[src/rtl/dzcpu_useq_pkg.sv]
// Shared dzcpu_useq definitions: sequencing command codes, condition codes,
// state encodings and flag bit positions, plus the condition evaluator.
package dzcpu_useq_pkg;

  localparam logic [2:0] SEQ_NEXT = 3'd0;
  localparam logic [2:0] SEQ_JMP  = 3'd1;
  localparam logic [2:0] SEQ_CALL = 3'd2;
  localparam logic [2:0] SEQ_RET  = 3'd3;
  localparam logic [2:0] SEQ_JCB  = 3'd4;
  localparam logic [2:0] SEQ_EOF  = 3'd5;

  localparam logic [2:0] COND_ALWAYS = 3'd0;
  localparam logic [2:0] COND_Z      = 3'd1;
  localparam logic [2:0] COND_NZ     = 3'd2;
  localparam logic [2:0] COND_C      = 3'd3;
  localparam logic [2:0] COND_NC     = 3'd4;

  localparam int FLAG_Z = 3;
  localparam int FLAG_N = 2;
  localparam int FLAG_H = 1;
  localparam int FLAG_C = 0;

  typedef enum logic [1:0] {
    ST_IDLE = 2'd0,
    ST_RUN  = 2'd1,
    ST_END  = 2'd2
  } state_e;

  // Codes 5..7 are "never", so a branch carrying them falls through as NEXT.
  function automatic logic cond_true(input logic [2:0] cond, input logic [3:0] flags);
    case (cond)
      COND_ALWAYS: return 1'b1;
      COND_Z:      return flags[FLAG_Z];
      COND_NZ:     return ~flags[FLAG_Z];
      COND_C:      return flags[FLAG_C];
      COND_NC:     return ~flags[FLAG_C];
      default:     return 1'b0;
    endcase
  endfunction

endpackage

[src/rtl/dzcpu_ustack.sv]
// Micro-call LIFO (DEPTH x W) with synchronous clear; only the pointer is reset.
// Instantiated by dzcpu_useq only when DZCPU_USEQ_STACK_EN is defined.
module dzcpu_ustack #(
  parameter int DEPTH = 4,
  parameter int W     = 8
) (
  input  logic         iClock,
  input  logic         iReset,
  input  logic         iClr,
  input  logic         iPush,
  input  logic         iPop,
  input  logic [W-1:0] iData,
  output logic [W-1:0] oTop,
  output logic         oFull,
  output logic         oEmpty
);

  localparam int PW = $clog2(DEPTH + 1);

  logic [W-1:0]  mem_q [DEPTH];
  logic [PW-1:0] sp_q;

  assign oFull  = (sp_q == PW'(DEPTH));
  assign oEmpty = (sp_q == '0);

  always_ff @(posedge iClock or posedge iReset) begin
    if (iReset)                 sp_q <= '0;
    else if (iClr)              sp_q <= '0;
    else if (iPush && !oFull)   sp_q <= sp_q + 1'b1;
    else if (iPop  && !oEmpty)  sp_q <= sp_q - 1'b1;
  end

  always_ff @(posedge iClock) begin
    for (int i = 0; i < DEPTH; i++) begin
      if (iPush && !oFull && !iClr && (PW'(i) == sp_q)) mem_q[i] <= iData;
    end
  end

  always_comb begin
    oTop = '0;
    for (int i = 0; i < DEPTH; i++) begin
      if (PW'(i + 1) == sp_q) oTop = mem_q[i];
    end
  end

endmodule

[src/rtl/dzcpu_useq.sv]
// dzcpu microcode sequencer: micro-PC, flow FSM, conditional branches, stalls.
// Define DZCPU_USEQ_STACK_EN to enable CALL/RET with the micro-call stack.
module dzcpu_useq
  import dzcpu_useq_pkg::*;
#(
  parameter int UPC_W       = 8,
  parameter int STACK_DEPTH = 4,
  parameter int CNT_W       = 6
) (
  input  logic             iClock,
  input  logic             iReset,
  input  logic             iStart,
  input  logic [UPC_W-1:0] iFlowIdx,
  input  logic [UPC_W-1:0] iCbFlowIdx,
  input  logic [2:0]       iSeqCmd,
  input  logic [2:0]       iSeqCond,
  input  logic [UPC_W-1:0] iSeqTarget,
  input  logic [3:0]       iFlags,
  input  logic             iMemUop,
  input  logic             iMemReady,
  output logic [UPC_W-1:0] oUpc,
  output logic             oFlowEnable,
  output logic             oBusy,
  output logic             oEof,
  output logic [CNT_W-1:0] oCycles,
  output logic             oStackErr
);

  state_e           state_q, state_d;
  logic [UPC_W-1:0] upc_q, upc_d, upc_inc;
  logic [CNT_W-1:0] cnt_q, cnt_d, cnt_inc;
  logic [CNT_W-1:0] cycles_q, cycles_d;
  logic             stall, take;

  assign stall   = (state_q == ST_RUN) & iMemUop & ~iMemReady;
  assign take    = cond_true(iSeqCond, iFlags);
  assign upc_inc = upc_q + 1'b1;
  assign cnt_inc = (&cnt_q) ? cnt_q : cnt_q + 1'b1;

`ifdef DZCPU_USEQ_STACK_EN
  logic             err_q, err_d;
  logic             push, pop, stk_clr, stk_full, stk_empty;
  logic [UPC_W-1:0] stk_top;

  dzcpu_ustack #(.DEPTH(STACK_DEPTH), .W(UPC_W)) u_stack (
    .iClock (iClock),
    .iReset (iReset),
    .iClr   (stk_clr),
    .iPush  (push),
    .iPop   (pop),
    .iData  (upc_inc),
    .oTop   (stk_top),
    .oFull  (stk_full),
    .oEmpty (stk_empty)
  );

  assign oStackErr = err_q;
`else
  assign oStackErr = 1'b0;
`endif

  always_comb begin
    state_d  = state_q;
    upc_d    = upc_q;
    cnt_d    = cnt_q;
    cycles_d = cycles_q;
`ifdef DZCPU_USEQ_STACK_EN
    err_d    = err_q;
    push     = 1'b0;
    pop      = 1'b0;
    stk_clr  = 1'b0;
`endif
    case (state_q)
      ST_RUN: begin
        cnt_d = cnt_inc;
        if (!stall) begin
          upc_d = upc_inc;
          case (iSeqCmd)
            SEQ_JMP: if (take) upc_d = iSeqTarget;
            SEQ_JCB: upc_d = iCbFlowIdx;
            SEQ_EOF: if (take) begin
              upc_d    = upc_q;
              state_d  = ST_END;
              cycles_d = cnt_q;
            end
`ifdef DZCPU_USEQ_STACK_EN
            // Over/underflow aborts the flow with the micro-PC left in place.
            SEQ_CALL: if (take) begin
              if (stk_full) begin
                upc_d    = upc_q;
                err_d    = 1'b1;
                state_d  = ST_END;
                cycles_d = cnt_q;
              end else begin
                push  = 1'b1;
                upc_d = iSeqTarget;
              end
            end
            SEQ_RET: if (take) begin
              if (stk_empty) begin
                upc_d    = upc_q;
                err_d    = 1'b1;
                state_d  = ST_END;
                cycles_d = cnt_q;
              end else begin
                pop   = 1'b1;
                upc_d = stk_top;
              end
            end
`endif
            default: ;
          endcase
        end
      end
      default: begin
        if (iStart) begin
          state_d = ST_RUN;
          upc_d   = iFlowIdx;
          cnt_d   = CNT_W'(1);
`ifdef DZCPU_USEQ_STACK_EN
          stk_clr = 1'b1;
`endif
        end else begin
          state_d = ST_IDLE;
        end
      end
    endcase
  end

  always_ff @(posedge iClock or posedge iReset) begin
    if (iReset) begin
      state_q  <= ST_IDLE;
      upc_q    <= '0;
      cnt_q    <= '0;
      cycles_q <= '0;
`ifdef DZCPU_USEQ_STACK_EN
      err_q    <= 1'b0;
`endif
    end else begin
      state_q  <= state_d;
      upc_q    <= upc_d;
      cnt_q    <= cnt_d;
      cycles_q <= cycles_d;
`ifdef DZCPU_USEQ_STACK_EN
      err_q    <= err_d;
`endif
    end
  end

  assign oUpc        = upc_q;
  assign oBusy       = (state_q == ST_RUN);
  assign oFlowEnable = oBusy & ~stall;
  assign oEof        = (state_q == ST_END);
  assign oCycles     = cycles_q;

endmodule

[config.mk]
export PLATFORM = sky130hd
export DESIGN_NAME = dzcpu_useq
export DESIGN_NICKNAME = d
export VERILOG_FILES = /design/src/rtl/dzcpu_useq_pkg.sv /design/src/rtl/dzcpu_ustack.sv /design/src/rtl/dzcpu_useq.sv
export SDC_FILE = /design/constraint.sdc
export NUM_CORES = 1
export LEC_CHECK = 0
export CAP_MARGIN = 20
export CORE_UTILIZATION = 39
export DETAILED_ROUTE_END_ITERATION = 7
export GPL_TIMING_DRIVEN = 0
export HOLD_SLACK_MARGIN = 0.06
export PLACE_DENSITY_LB_ADDON = 0.1
export RECOVER_POWER = 50
export SYNTH_ARGS = -nofsm -noshare
export SYNTH_HDL_FRONTEND = slang
export SYNTH_SLANG_ARGS = --single-unit
[constraint.sdc]
create_clock -name iClock -period 1.9 [get_ports iClock]
set_input_delay 0.19 -clock iClock [delete_from_list [all_inputs] [get_ports iClock]]
set_output_delay 0.19 -clock iClock [all_outputs]
set_load 0.05 [all_outputs]
## Word level (Yosys, flattened, before mapping)

Index checks and enable logic that the tools add are counted.

| storage, ports and cells | value |
|---|---|
| bits in registers | 22 |
| bits of input ports | 39 |
| output and inout port bits | 18 |

| cells by class | value |
|---|---|
| add/sub/neg operators | 2 |
| equal/unequal tests | 14 |
| muxes and demuxes | 15 |
| bitwise logic cells | 7 |
| reductions and logical operators | 7 |

Operators with widths:

| operator | count |
|---|---|
| 8-bit 2-to-1 mux | 5 |
| 8-bit case mux with 3 select lines | 1 |
| 6-bit 2-to-1 mux | 3 |
| 3-bit == test, second input constant | 3 |
| 8-bit by 1-bit adder with 8-bit output, second input constant | 1 |
| 2-bit 2-to-1 mux | 4 |
| 6-bit by 1-bit adder with 6-bit output, second input constant | 1 |
| 3-bit by 1-bit == test with 1-bit output, second input constant | 2 |
| 3-bit by 2-bit == test with 1-bit output, second input constant | 2 |
| 3-bit AND reduction | 2 |
| 6-bit AND reduction | 1 |
| 1-bit case mux with 5 select lines | 1 |
| 2-bit by 1-bit inequality test with 1-bit output, second input constant | 2 |
| 2-bit inequality test, second input constant | 2 |
| 1-bit inverter | 4 |
| 4-bit AND reduction | 1 |
| 1-bit AND | 3 |
| 3-bit zero test | 1 |
| 3-bit inequality test, second input constant | 1 |
| 2-bit by 1-bit == test with 1-bit output, second input constant | 1 |
| 2-bit == test, second input constant | 1 |
| 2-bit AND reduction | 1 |
| 2-bit nonzero test | 1 |
| 1-bit 2-to-1 mux | 1 |

## Depth between registers and ports, before layout

Gate-level depths: netlist of the first run.

| depth | value |
|---|---|
| depth in word-level cells | 6 |
| gate-level depth with buffers | 9 |

## Worst setup path before layout of the first run

Ideal clock, no wire load.

| path | value |
|---|---|
| kind | flip-flop to flip-flop |
| start | register state_q[1] |
| end | register upc_q[5], in the netlist oUpc[5] |
| library setup time | 0.067 ns |
| arrival time | 1.897 ns |
| data required time | 1.833 ns |
| setup slack | -0.064 ns |
| stages on the path, launching flop included | 10 |
| cells stage by stage | dfrtp_1 > nand2b_1 > clkbuf_1 > inv_1 > clkbuf_1 > nand3_1 > nand2_1 > nor2_1 > a21oi_1 > o32a_1 |

| on the way | value |
|---|---|
| word-level cells in the longest chain between the ends | 5 |

RTL lines:

| element | RTL line | RTL |
|---|---|---|
| start: declaration | dzcpu_useq.sv:29 | `state_e state_q, state_d;` |
| start signal: assignment | dzcpu_useq.sv:140 | `state_q <= state_d;` |
| 2-bit by 1-bit == test with 1-bit output * | -- |  |
| via oBusy | dzcpu_useq.sv:23 | `output logic oBusy,` |
| 1-bit AND (2 in a row) | dzcpu_useq.sv:35 | `assign stall = (state_q == ST_RUN) & iMemUop & ~iMemReady;` |
| 2-bit inequality test (no source line) | -- |  |
| 3-bit AND reduction (no source line) | -- |  |
| end signal: assignment | dzcpu_useq.sv:141 | `upc_q <= upc_d;` |
| end: declaration | dzcpu_useq.sv:30 | `logic [UPC_W-1:0] upc_q, upc_d, upc_inc;` |

The timed path passes the listed nets; every way through them passes the cells marked *.
A chain may end at the register's enable or synchronous reset.

## Final worst setup path of the first run

| path | value |
|---|---|
| start | input iSeqCond[0] |
| end | register cycles_q[3], in the netlist oCycles[3] |

| on the way | value |
|---|---|
| word-level cells in the longest chain between the ends | 3 |

RTL lines:

| element | RTL line | RTL |
|---|---|---|
| start: declaration | dzcpu_useq.sv:16 | `input logic [2:0] iSeqCond,` |
| 3-bit == test (tied with other cells) | dzcpu_useq_pkg.sv:31 | `case (cond)` |
| 1-bit case mux with 5 select lines * | dzcpu_useq_pkg.sv:31 |  |
| 4-bit AND reduction (no source line) * | -- |  |
| end signal: assignment | dzcpu_useq.sv:143 | `cycles_q <= cycles_d;` |
| end: declaration | dzcpu_useq.sv:32 | `logic [CNT_W-1:0] cycles_q, cycles_d;` |

Every way passes the cells marked *; elsewhere a longest branch is shown, timed or not.

==> impl_metrics.env, run 1 <==
export IMPL_status="completed"
export IMPL_syn_num_nets=208
export IMPL_slew_limit_headroom=0.4190
export IMPL_placed_area_um2=2041
export IMPL_netlist_area_leader_share=0.3793
export IMPL_worstMarginPinSlew_ns=0.8705
export IMPL_cts_buffers=3
export IMPL_synth_cell_type_count=42
export IMPL_dieArea_um2=3970
export IMPL_synth_seq_cells=22
export IMPL_drc_errors=0
export IMPL_synth_edff_count=0
export IMPL_wl_per_cell_um=14.09
export IMPL_synthesis_area_um2=1451
export IMPL_setup_viol=0
export IMPL_yosysSeqAreaShare=0.3793
export IMPL_stdcell_count=270
export IMPL_via_per_inst=5.137
export IMPL_peakVddDrop_mv=0.7336
export IMPL_hpwl_um=2917
export IMPL_cts_buffer_depth=2
export IMPL_arrival_ns=1.99
export IMPL_grt_pass1_vias=1383
export IMPL_cts_sinks=22
export IMPL_syn_inst=167
export IMPL_synth_area_leaders="dfrtp_1 38%, mux2_4 5.2%, nand2_1 4.9%"
export IMPL_clkTransAtPathRegs_ns=0.08
export IMPL_clock_latency_ns=0.26
export IMPL_final_core_util=0.6169
export IMPL_fp_dieH_um=63.01
export IMPL_p_int_w=0.001547
export IMPL_skew_ns=0.003791
export IMPL_gr_total_overflow=0
export IMPL_vias=1387
export IMPL_place_inst=266
export IMPL_portBuffers=53
export IMPL_grt_max_degree=23
export IMPL_rsz0062_at_grt="false"
export IMPL_post_route_min_period_ns=1.838
export IMPL_grt_pass1_wl_um=6423
export IMPL_cts_tree="yes"
export IMPL_switchingPower_w=0.001251
export IMPL_setup_tns_ns=0
export IMPL_drt_wl_total_um=3803
export IMPL_fin_crit_sh=0.9675
export IMPL_crit_fanout=9
export IMPL_clkPwrFrac=0.159
export IMPL_yosys_warnings=0
export IMPL_fillers=315
export IMPL_cap_violations=0
export IMPL_start_util=0.4217
export IMPL_cts_max_level=1
export IMPL_hold_buffers=0
export IMPL_synth_area_per_cell_um2=8.691
export IMPL_hold_viol_final=0
export IMPL_antenna_found_initial=0
export IMPL_synth_area_leader_cell="dfrtp_1"
export IMPL_p_per_area_nw_per_um2=1318
export IMPL_syn2layout_area_growth_pct=46.29
export IMPL_holdWs_ns=0.4782
export IMPL_drtIter0Drc=58
export IMPL_p_leak_nw=0.9096
export IMPL_swShare=0.4471
export IMPL_diodes=0
export IMPL_worst_setup_path_start_kind="input pin"
export IMPL_fmax_mhz=544.0
export IMPL_root_buffer="clkbuf_8"
export IMPL_path_class="input pin to flop"
export IMPL_pin_count=57
export IMPL_critPathCaptureType="flop"
export IMPL_final_area_um2=2123
export IMPL_sequentialPowerShare=0.318
export IMPL_crit_required_ns=2.05
export IMPL_core_area_um2=3442
export IMPL_ys_flop_type="dfrtp_1"
export IMPL_gp_congestion=0.8081
export IMPL_firstDrtPassIters=4
export IMPL_die_width_um=63.01
export IMPL_layout_drive_gt1_share=0.1161
export IMPL_nets=266
export IMPL_hp_class="flop to flop"
export IMPL_synthArstFlopShare=1.000
export IMPL_slew_viol_final=0
export IMPL_grtUsageTotal=0.2070
export IMPL_ant_nets=0
export IMPL_fp_row_count=21
export IMPL_combPwrFrac=0.523
-- power by group through the flow --
stage	combinational, W	sequential [W]	clock, W
after global routing	0.00158	0.000919	0.000481
after detailed placement	0.00148	0.000895	0
after floorplan	0.000545	0.00132	0
final	0.00146	0.000889	0.000445
after CTS	0.00148	0.000886	0.000452
after global placement	0.00145	0.000882	0
-- cell usage in the layout, fill, tap and decap left out, types with 3 or more instances in the layout --
cell type	synthesis	final
inv_1	7	6
a21oi_1	13	13
clkdlybuf4s50_1	0	47
a22o_1	3	3
xnor2_1	4	4
nand3_1	6	6
dlygate4sd3_1	0	4
nor2_1	19	19
xor2_1	3	3
dfrtp_1	22	22
mux2_4	5	5
mux2i_1	3	3
o21a_1	3	3
clkbuf_8	0	3
nor3_1	6	6
nand2_1	19	19
a31oi_1	3	3
o21ai_0	12	12
o31ai_1	3	3
-- critical path, stage by stage --
cell and delay, ns:
clkdlybuf4s50_1 0.44, or2_1 0.27, a21oi_4 0.17, nor2_4 0.09
or3_1 0.36, buf_6 0.16, mux2_4 0.30
-- routing by layer --
layer	track usage	vias to the layer above	wire length [µm]
li1	-	698	-
met1	0.2838	636	1751
met2	0.3320	51	1816
met3	0.02737	2	215
met4	0.06977	0	20
met5	0	-	0
-- final timing paths --
| path | end | depth (start not counted) | slack [ns] | start |
|---|---|---|---|---|
| setup / recovery | oCycles[3]$_DFFE_PP0P_ | 7 | 0.06 | iSeqCond[0] |
| hold / removal | oCycles[5]$_DFFE_PP0P_ | 2 | 0.48 | oCycles[5]$_DFFE_PP0P_ |
| setup reg to reg | oCycles[3]$_DFFE_PP0P_ | 6 | 0.10 | state_q[1]$_DFFE_PP0P_ |
| hold reg to reg | oCycles[5]$_DFFE_PP0P_ | 2 | 0.48 | oCycles[5]$_DFFE_PP0P_ |
| max in group asynchronous | cnt_q[2]$_DFFE_PP0P_ | 2 | 0.82 | iReset |
| min in group asynchronous | oUpc[2]$_DFFE_PP0P_ | 2 | 0.54 | iReset |
-- state kept, by name (all words and copies together), names as in the netlist --
signal / count
cnt_q: 6
state_q: 2
oUpc: 8
oCycles: 6
-- metrics by stage --
| step | total power, W | setup WS, ns |
|---|---|---|
| floorplan | 0.001866 | 0.1197 |
| global placement | 0.002329 | -0.3287 |
| detailed placement | 0.002371 | -0.2966 |
| CTS | 0.002817 | 0.02597 |
| global route | 0.002980 | 0.01908 |
| finish | 0.002798 | 0.06171 |
-- kinds of logic after synthesis --
group | count (synthesis) | share of synthesized area
adder cells (fa/ha/maj) | 2 | 0.01724
multiplexers | 8 | 0.07241
other | 1 | 0.002584
flip-flops | 22 | 0.3793
AO/OA/AOI/OAI | 46 | 0.2190
AND/OR/NAND/NOR | 67 | 0.2224
XOR/XNOR | 7 | 0.04224
buffers and inverters | 14 | 0.04483
-- cell type report --
class	count	area (µm²)	area share
Multi-Input combinational cell	131	843.3	0.3972
Tap cell	46	57.56	0.02711
Buffer	6	40.04	0.01886
Clock inverter	1	30.03	0.01414
Clock buffer	3	41.29	0.01945
Timing Repair Buffer	54	534.3	0.2516
Inverter	7	26.28	0.01237
Sequential cell	22	550.5	0.2593
-- cell usage after synthesis, types with 3 or more instances --
master / number
a21oi_1: 13
mux2i_1: 3
nand2b_1: 3
o21ai_0: 12
xnor2_1: 4
o31ai_1: 3
o21a_1: 3
a22o_1: 3
dfrtp_1: 22
xor2_1: 3
nor3_1: 6
nand3_1: 6
clkbuf_1: 4
nand2_1: 19
inv_1: 7
mux2_4: 5
nor2_1: 19
a31oi_1: 3
-- repair_timing --
item,4_1_cts,5_1_grt
endpoints found under the hold margin,0,0
setup buffers,0,1
pin swaps,0,2
endpoints found under the setup margin,10,12
resized for setup,10,4
No activity file was read; power rests on OpenSTA's default activity.
==> run 2: changes to the inputs <==
--- a/config.mk
+++ b/config.mk
@@ -8,7 +8,6 @@
 export CAP_MARGIN = 20
 export CORE_UTILIZATION = 39
 export DETAILED_ROUTE_END_ITERATION = 7
-export GPL_TIMING_DRIVEN = 0
 export HOLD_SLACK_MARGIN = 0.06
 export PLACE_DENSITY_LB_ADDON = 0.1
 export RECOVER_POWER = 50
==> constraint.sdc (replaced) <==
create_clock -name iClock -period 1.5 [get_ports iClock]
set_input_delay 0.15 -clock iClock [delete_from_list [all_inputs] [get_ports iClock]]
set_output_delay 0.15 -clock iClock [all_outputs]
set_load 0.05 [all_outputs]
==> impl_metrics.env, run 2 (synthesis results as in run 1) <==
export IMPL_crit_fanout=7
export IMPL_pin_count=57
export IMPL_peakVddDrop_mv=0.6768
export IMPL_path_class="input pin to flop"
export IMPL_p_leak_nw=1.122
export IMPL_antenna_found_initial=0
export IMPL_p_per_area_nw_per_um2=1542
export IMPL_worst_setup_path_start_kind="input pin"
export IMPL_timing_final_ws_setup_ns=-0.03224
export IMPL_violations="negative setup slack"
export IMPL_fmax_mhz=652.6
export IMPL_pre_cts_ws_ns=-0.6202
export IMPL_hpwl_um=3146
export IMPL_layout_drive_gt1_share=0.3889
export IMPL_core_area_um2=3442
export IMPL_gp_congestion=0.9297
export IMPL_cts_max_level=1
export IMPL_ant_nets=0
export IMPL_hold_viol_final=0
export IMPL_diodes=0
export IMPL_drc_errors=0
export IMPL_cts_tree="yes"
export IMPL_setup_viol=12
export IMPL_drtIter0Drc=80
export IMPL_largest_reg_flops=8
export IMPL_cts_sinks=22
export IMPL_drt_wl_total_um=4277
export IMPL_grtUsageTotal=0.2234
export IMPL_cap_violations=0
export IMPL_portBuffers=53
export IMPL_slowest_delay_ns=0.51
export IMPL_final_core_util=0.7179
export IMPL_grt_max_degree=23
export IMPL_critical_path_cell_chain="clkdlybuf4s50_1 > buf_4 > nor3b_2 > buf_4 > buf_4 > buf_4 > a21oi_1 > o21ai_0 > a22o_1"
export IMPL_clock_latency_ns=0.27
export IMPL_status="finished, violations left"
export IMPL_crit_required_ns=1.66
export IMPL_cts_buffer_depth=2
export IMPL_crit_top_cell="buf_4"
export IMPL_post_route_min_period_ns=1.532
export IMPL_fp_dieH_um=63.01
export IMPL_final_common_cell="buf_4"
export IMPL_grt_pass1_wl_um=6900
export IMPL_mostFrequentLayoutCells="41 x buf_4, 29 x clkdlybuf4s50_1, 17 x nor2_1"
export IMPL_slowest_stage="clkdlybuf4s50_1"
export IMPL_cp_num_buf_inv=5
export IMPL_hp_class="input pin to asynchronous set/reset pin"
export IMPL_rsz0062_at_grt="true"
export IMPL_die_width_um=63.01
export IMPL_via_per_inst=5.225
export IMPL_arrival_ns=1.69
export IMPL_finalPower_w=0.003810
export IMPL_gr_total_overflow=0
export IMPL_root_buffer="clkbuf_8"
export IMPL_cts_buffers=3
export IMPL_vias=1557
export IMPL_setup_tns_ns=-0.1996
export IMPL_wl_per_cell_um=14.35
export IMPL_fp_row_count=21
export IMPL_firstDrtPassIters=4
export IMPL_dieArea_um2=3970
export IMPL_slew_limit_headroom=0.6264
export IMPL_start_util=0.4217
export IMPL_worstMarginPinSlew_ns=0.5604
export IMPL_nets=294
export IMPL_fin_crit_sh=1.021
export IMPL_critPathTopFamily="buffers and inverters"
export IMPL_slew_viol_final=0
export IMPL_grt_pass1_vias=1609
export IMPL_critPathCaptureType="flop"
export IMPL_clkTransAtPathRegs_ns=0.08
export IMPL_skew_ns=0.003357
export IMPL_syn2layout_area_growth_pct=70.26
run 2: cell types whose count changed in the layout (fill, tap and decap cells not counted), moves of 4 or more:
cell | previous run | this run
buf_4 | 2 | 41
clkdlybuf4s50_1 | 47 | 29
nand2_1 | 19 | 15
dfrtp_2 | 0 | 7
dfrtp_1 | 22 | 15
nand2_2 | 0 | 4
buf_6 | 1 | 7
run 2: power by group:
part | internal (W) | switching [W] | total (W)
clock network | 0.000357 | 0.000207 | 0.000564
logic | 0.000903 | 0.00121 | 0.00212
registers | 0.000862 | 0.000268 | 0.00113
total | 0.00212 | 0.00169 | 0.00381
run 2: path summary, 6_finish.rpt:
path | from | end | slack, ns | cells past startpoint
worst max-delay path | iSeqCmd[1] | oUpc[3]$_DFFE_PP0P_ | -0.03 | 9
worst min-delay path | iReset | cnt_q[4]$_DFFE_PP0P_ | 0.46 | 3
worst max register to register | state_q[1]$_DFFE_PP0P_ | oUpc[3]$_DFFE_PP0P_ | -0.03 | 7
worst min register to register | oCycles[5]$_DFFE_PP0P_ | oCycles[5]$_DFFE_PP0P_ | 0.50 | 2
max in group asynchronous | iReset | oUpc[1]$_DFFE_PP0P_ | 0.64 | 3
min in group iClock | oCycles[5]$_DFFE_PP0P_ | oCycles[5]$_DFFE_PP0P_ | 0.50 | 2
run 2: final cells by class:
class                   instances  area, µm²
fillers                       265      970.9
multi-input cells             131      944.7
clock buffers                   3      41.29
clock inverters                 1      30.03
repair buffers                 88      812.0
well taps                      46      57.56
inverters                       7      26.28
flip-flops and latches         22      559.3
run 2: routing by layer:
metal	share of wire	routed length (µm)	track usage	up-vias
met5	0	0	0	-
met4	0.023	99	0.1163	0
met3	0.050	213	0.02737	11
met2	0.51	2168	0.3858	61
met1	0.42	1795	0.2681	724
li1	-	-	-	761
run 2: what timing repair did:
item | CTS | global route
gates cloned | 1 | 0
resized for setup | 23 | 13
buffers inserted | 1 | 4
pin swaps | 10 | 3
hold buffers | 0 | 0
endpoints found under the setup margin | 16 | 18
run 2: per-stage QoR:
step	cells	area [µm²]	hold slack (ns)
floorplan	167	1506	0.1387
global placement	288	2248	0.4629
detailed placement	288	2248	0.4896
CTS	294	2391	0.2342
global route	298	2471	0.5023
finish	298	2471	0.4620
run 2: worst register-to-register path, delay by kind of cell (launching register included):
kind	cells	cell delay [ns]
compound gates	2	0.39
flops	1	0.38
simple gates	3	0.38
buf+inv	2	0.29
==> run 3: changes to the inputs <==
--- a/config.mk
+++ b/config.mk
@@ -9,7 +9,7 @@
 export CORE_UTILIZATION = 39
 export DETAILED_ROUTE_END_ITERATION = 7
 export HOLD_SLACK_MARGIN = 0.06
-export PLACE_DENSITY_LB_ADDON = 0.1
+export PLACE_DENSITY = 0.88
 export RECOVER_POWER = 50
 export SYNTH_ARGS = -nofsm -noshare
 export SYNTH_HDL_FRONTEND = slang
==> impl_metrics.env, run 3 (synthesis results as in run 1) <==
export IMPL_slew_viol_final=0
export IMPL_syn2layout_area_growth_pct=69.40
export IMPL_largest_reg_flops=8
export IMPL_ant_nets=0
export IMPL_cts_buffer_depth=2
export IMPL_crit_required_ns=1.65
export IMPL_rsz0062_at_grt="true"
export IMPL_die_width_um=63.01
export IMPL_arrival_ns=1.71
export IMPL_drt_wl_total_um=4217
export IMPL_peakVddDrop_mv=0.6968
export IMPL_timing_final_ws_setup_ns=-0.05757
export IMPL_root_buffer="clkbuf_8"
export IMPL_timing_rr_start="state_q[1]$_DFFE_PP0P_"
export IMPL_vias=1551
export IMPL_gr_total_overflow=0
export IMPL_hold_viol_final=0
export IMPL_p_leak_nw=1.093
export IMPL_post_route_min_period_ns=1.558
export IMPL_gp_congestion=0.8816
export IMPL_hp_class="input pin to asynchronous set/reset pin"
export IMPL_pin_count=57
export IMPL_wl_per_cell_um=14.34
export IMPL_clkTransAtPathRegs_ns=0.08
export IMPL_fp_dieH_um=63.01
export IMPL_cts_sinks=22
export IMPL_fin_crit_sh=1.038
export IMPL_drtIter0Drc=93
export IMPL_slew_limit_headroom=0.6045
export IMPL_hold_buffers=0
export IMPL_worst_r2r_setup_slack_ns=-0.06
export IMPL_skew_ns=0.002925
export IMPL_grt_pass1_wl_um=6851
export IMPL_crit_fanout=8
export IMPL_worst_setup_path_start_kind="flop"
export IMPL_place_inst=286
export IMPL_clock_latency_ns=0.26
export IMPL_stdcell_count=294
export IMPL_hpwl_um=3109
export IMPL_cts_tree="yes"
export IMPL_antenna_found_initial=0
export IMPL_final_core_util=0.7143
export IMPL_grtUsageTotal=0.2187
export IMPL_cap_violations=0
export IMPL_layout_drive_gt1_share=0.3790
export IMPL_nets=290
export IMPL_via_per_inst=5.276
export IMPL_setup_viol=10
export IMPL_fmax_mhz=642.0
export IMPL_diodes=0
export IMPL_r2r_end="oCycles[1]$_DFFE_PP0P_"
export IMPL_final_common_cell="buf_4"
export IMPL_cts_buffers=3
export IMPL_final_area_um2=2459
export IMPL_cts_max_level=1
export IMPL_drc_errors=0
export IMPL_violations="negative setup slack"
export IMPL_holdWs_ns=0.4570
export IMPL_dieArea_um2=3970
export IMPL_placed_area_um2=2246
export IMPL_portBuffers=53
export IMPL_start_util=0.4217
export IMPL_mostFrequentLayoutCells="37 x buf_4, 29 x clkdlybuf4s50_1, 18 x nor2_1"
export IMPL_fp_row_count=21
export IMPL_worstMarginPinSlew_ns=0.5958
export IMPL_status="finished, violations left"
export IMPL_firstDrtPassIters=5
export IMPL_grt_pass1_vias=1630
export IMPL_path_class="flop to flop"
export IMPL_reg2reg_depth=5
export IMPL_p_per_area_nw_per_um2=1555
export IMPL_core_area_um2=3442
export IMPL_critPathCaptureType="flop"
export IMPL_grt_max_degree=23
[run 3: area by class of cell]
class / count / area, µm²
tap: 46 / 57.56
sequential: 22 / 559.3
clock inverter: 1 / 30.03
multi-input combinational: 131 / 967.2
clock buffer: 3 / 41.29
inverter: 7 / 28.78
fill: 239 / 983.4
timing repair buffer: 84 / 774.5
[run 3: worst max-delay path by stage]
stage	from	endpoint	slack, ns	cells past startpoint
floorplan	state_q[1]$_DFFE_PP0P_	oCycles[0]$_DFFE_PP0P_	-0.1	7
global placement	iSeqCond[0]	oCycles[4]$_DFFE_PP0P_	-0.53	7
detailed placement	iSeqCond[0]	oUpc[1]$_DFFE_PP0P_	-0.59	9
CTS	state_q[1]$_DFFE_PP0P_	oCycles[1]$_DFFE_PP0P_	-0.08	6
global route	state_q[1]$_DFFE_PP0P_	oUpc[0]$_DFFE_PP0P_	-0.17	7
finish	state_q[1]$_DFFE_PP0P_	oCycles[1]$_DFFE_PP0P_	-0.06	5
[run 3: repair_timing]
action	CTS	global route
pin swaps	6	4
resized for setup	22	19
hold endpoints to repair	0	0
buffers inserted	6	0
endpoints found under the setup margin	16	16
[run 3: routing by layer]
metal | track usage | part of all wire | up-vias
met1 | 0.2591 | 0.42 | 726
met3 | 0.03467 | 0.049 | 14
met5 | 0 | 0 | -
li1 | - | - | 747
met4 | 0.1308 | 0.029 | 0
met2 | 0.3683 | 0.50 | 64
[run 3: where the power goes]
| group | total, W | switching, W | internal (W) |
|---|---|---|---|
| sequential | 0.00114 | 0.000279 | 0.000862 |
| clock | 0.000554 | 0.000197 | 0.000356 |
| combinational | 0.00213 | 0.00124 | 0.000892 |
[run 3: critical path, stage by stage, from the launching register on]
cell	delay, ns
dfrtp_1	0.38
nand2b_4	0.18
inv_4	0.07
o21ai_4	0.06
or3_4	0.43
mux2_4	0.32
[run 3: per-stage QoR]
stage	total power [W]	setup slack (ns)	setup TNS [ns]
2_1_floorplan	0.002424	-0.09806	-0.5120
3_3_place_gp	0.003097	-0.5329	-7.578
3_5_place_dp	0.003147	-0.5867	-8.582
4_1_cts	0.003730	-0.07513	-0.4077
5_1_grt	0.004052	-0.1678	-1.151
6_report	0.003824	-0.05757	-0.3065
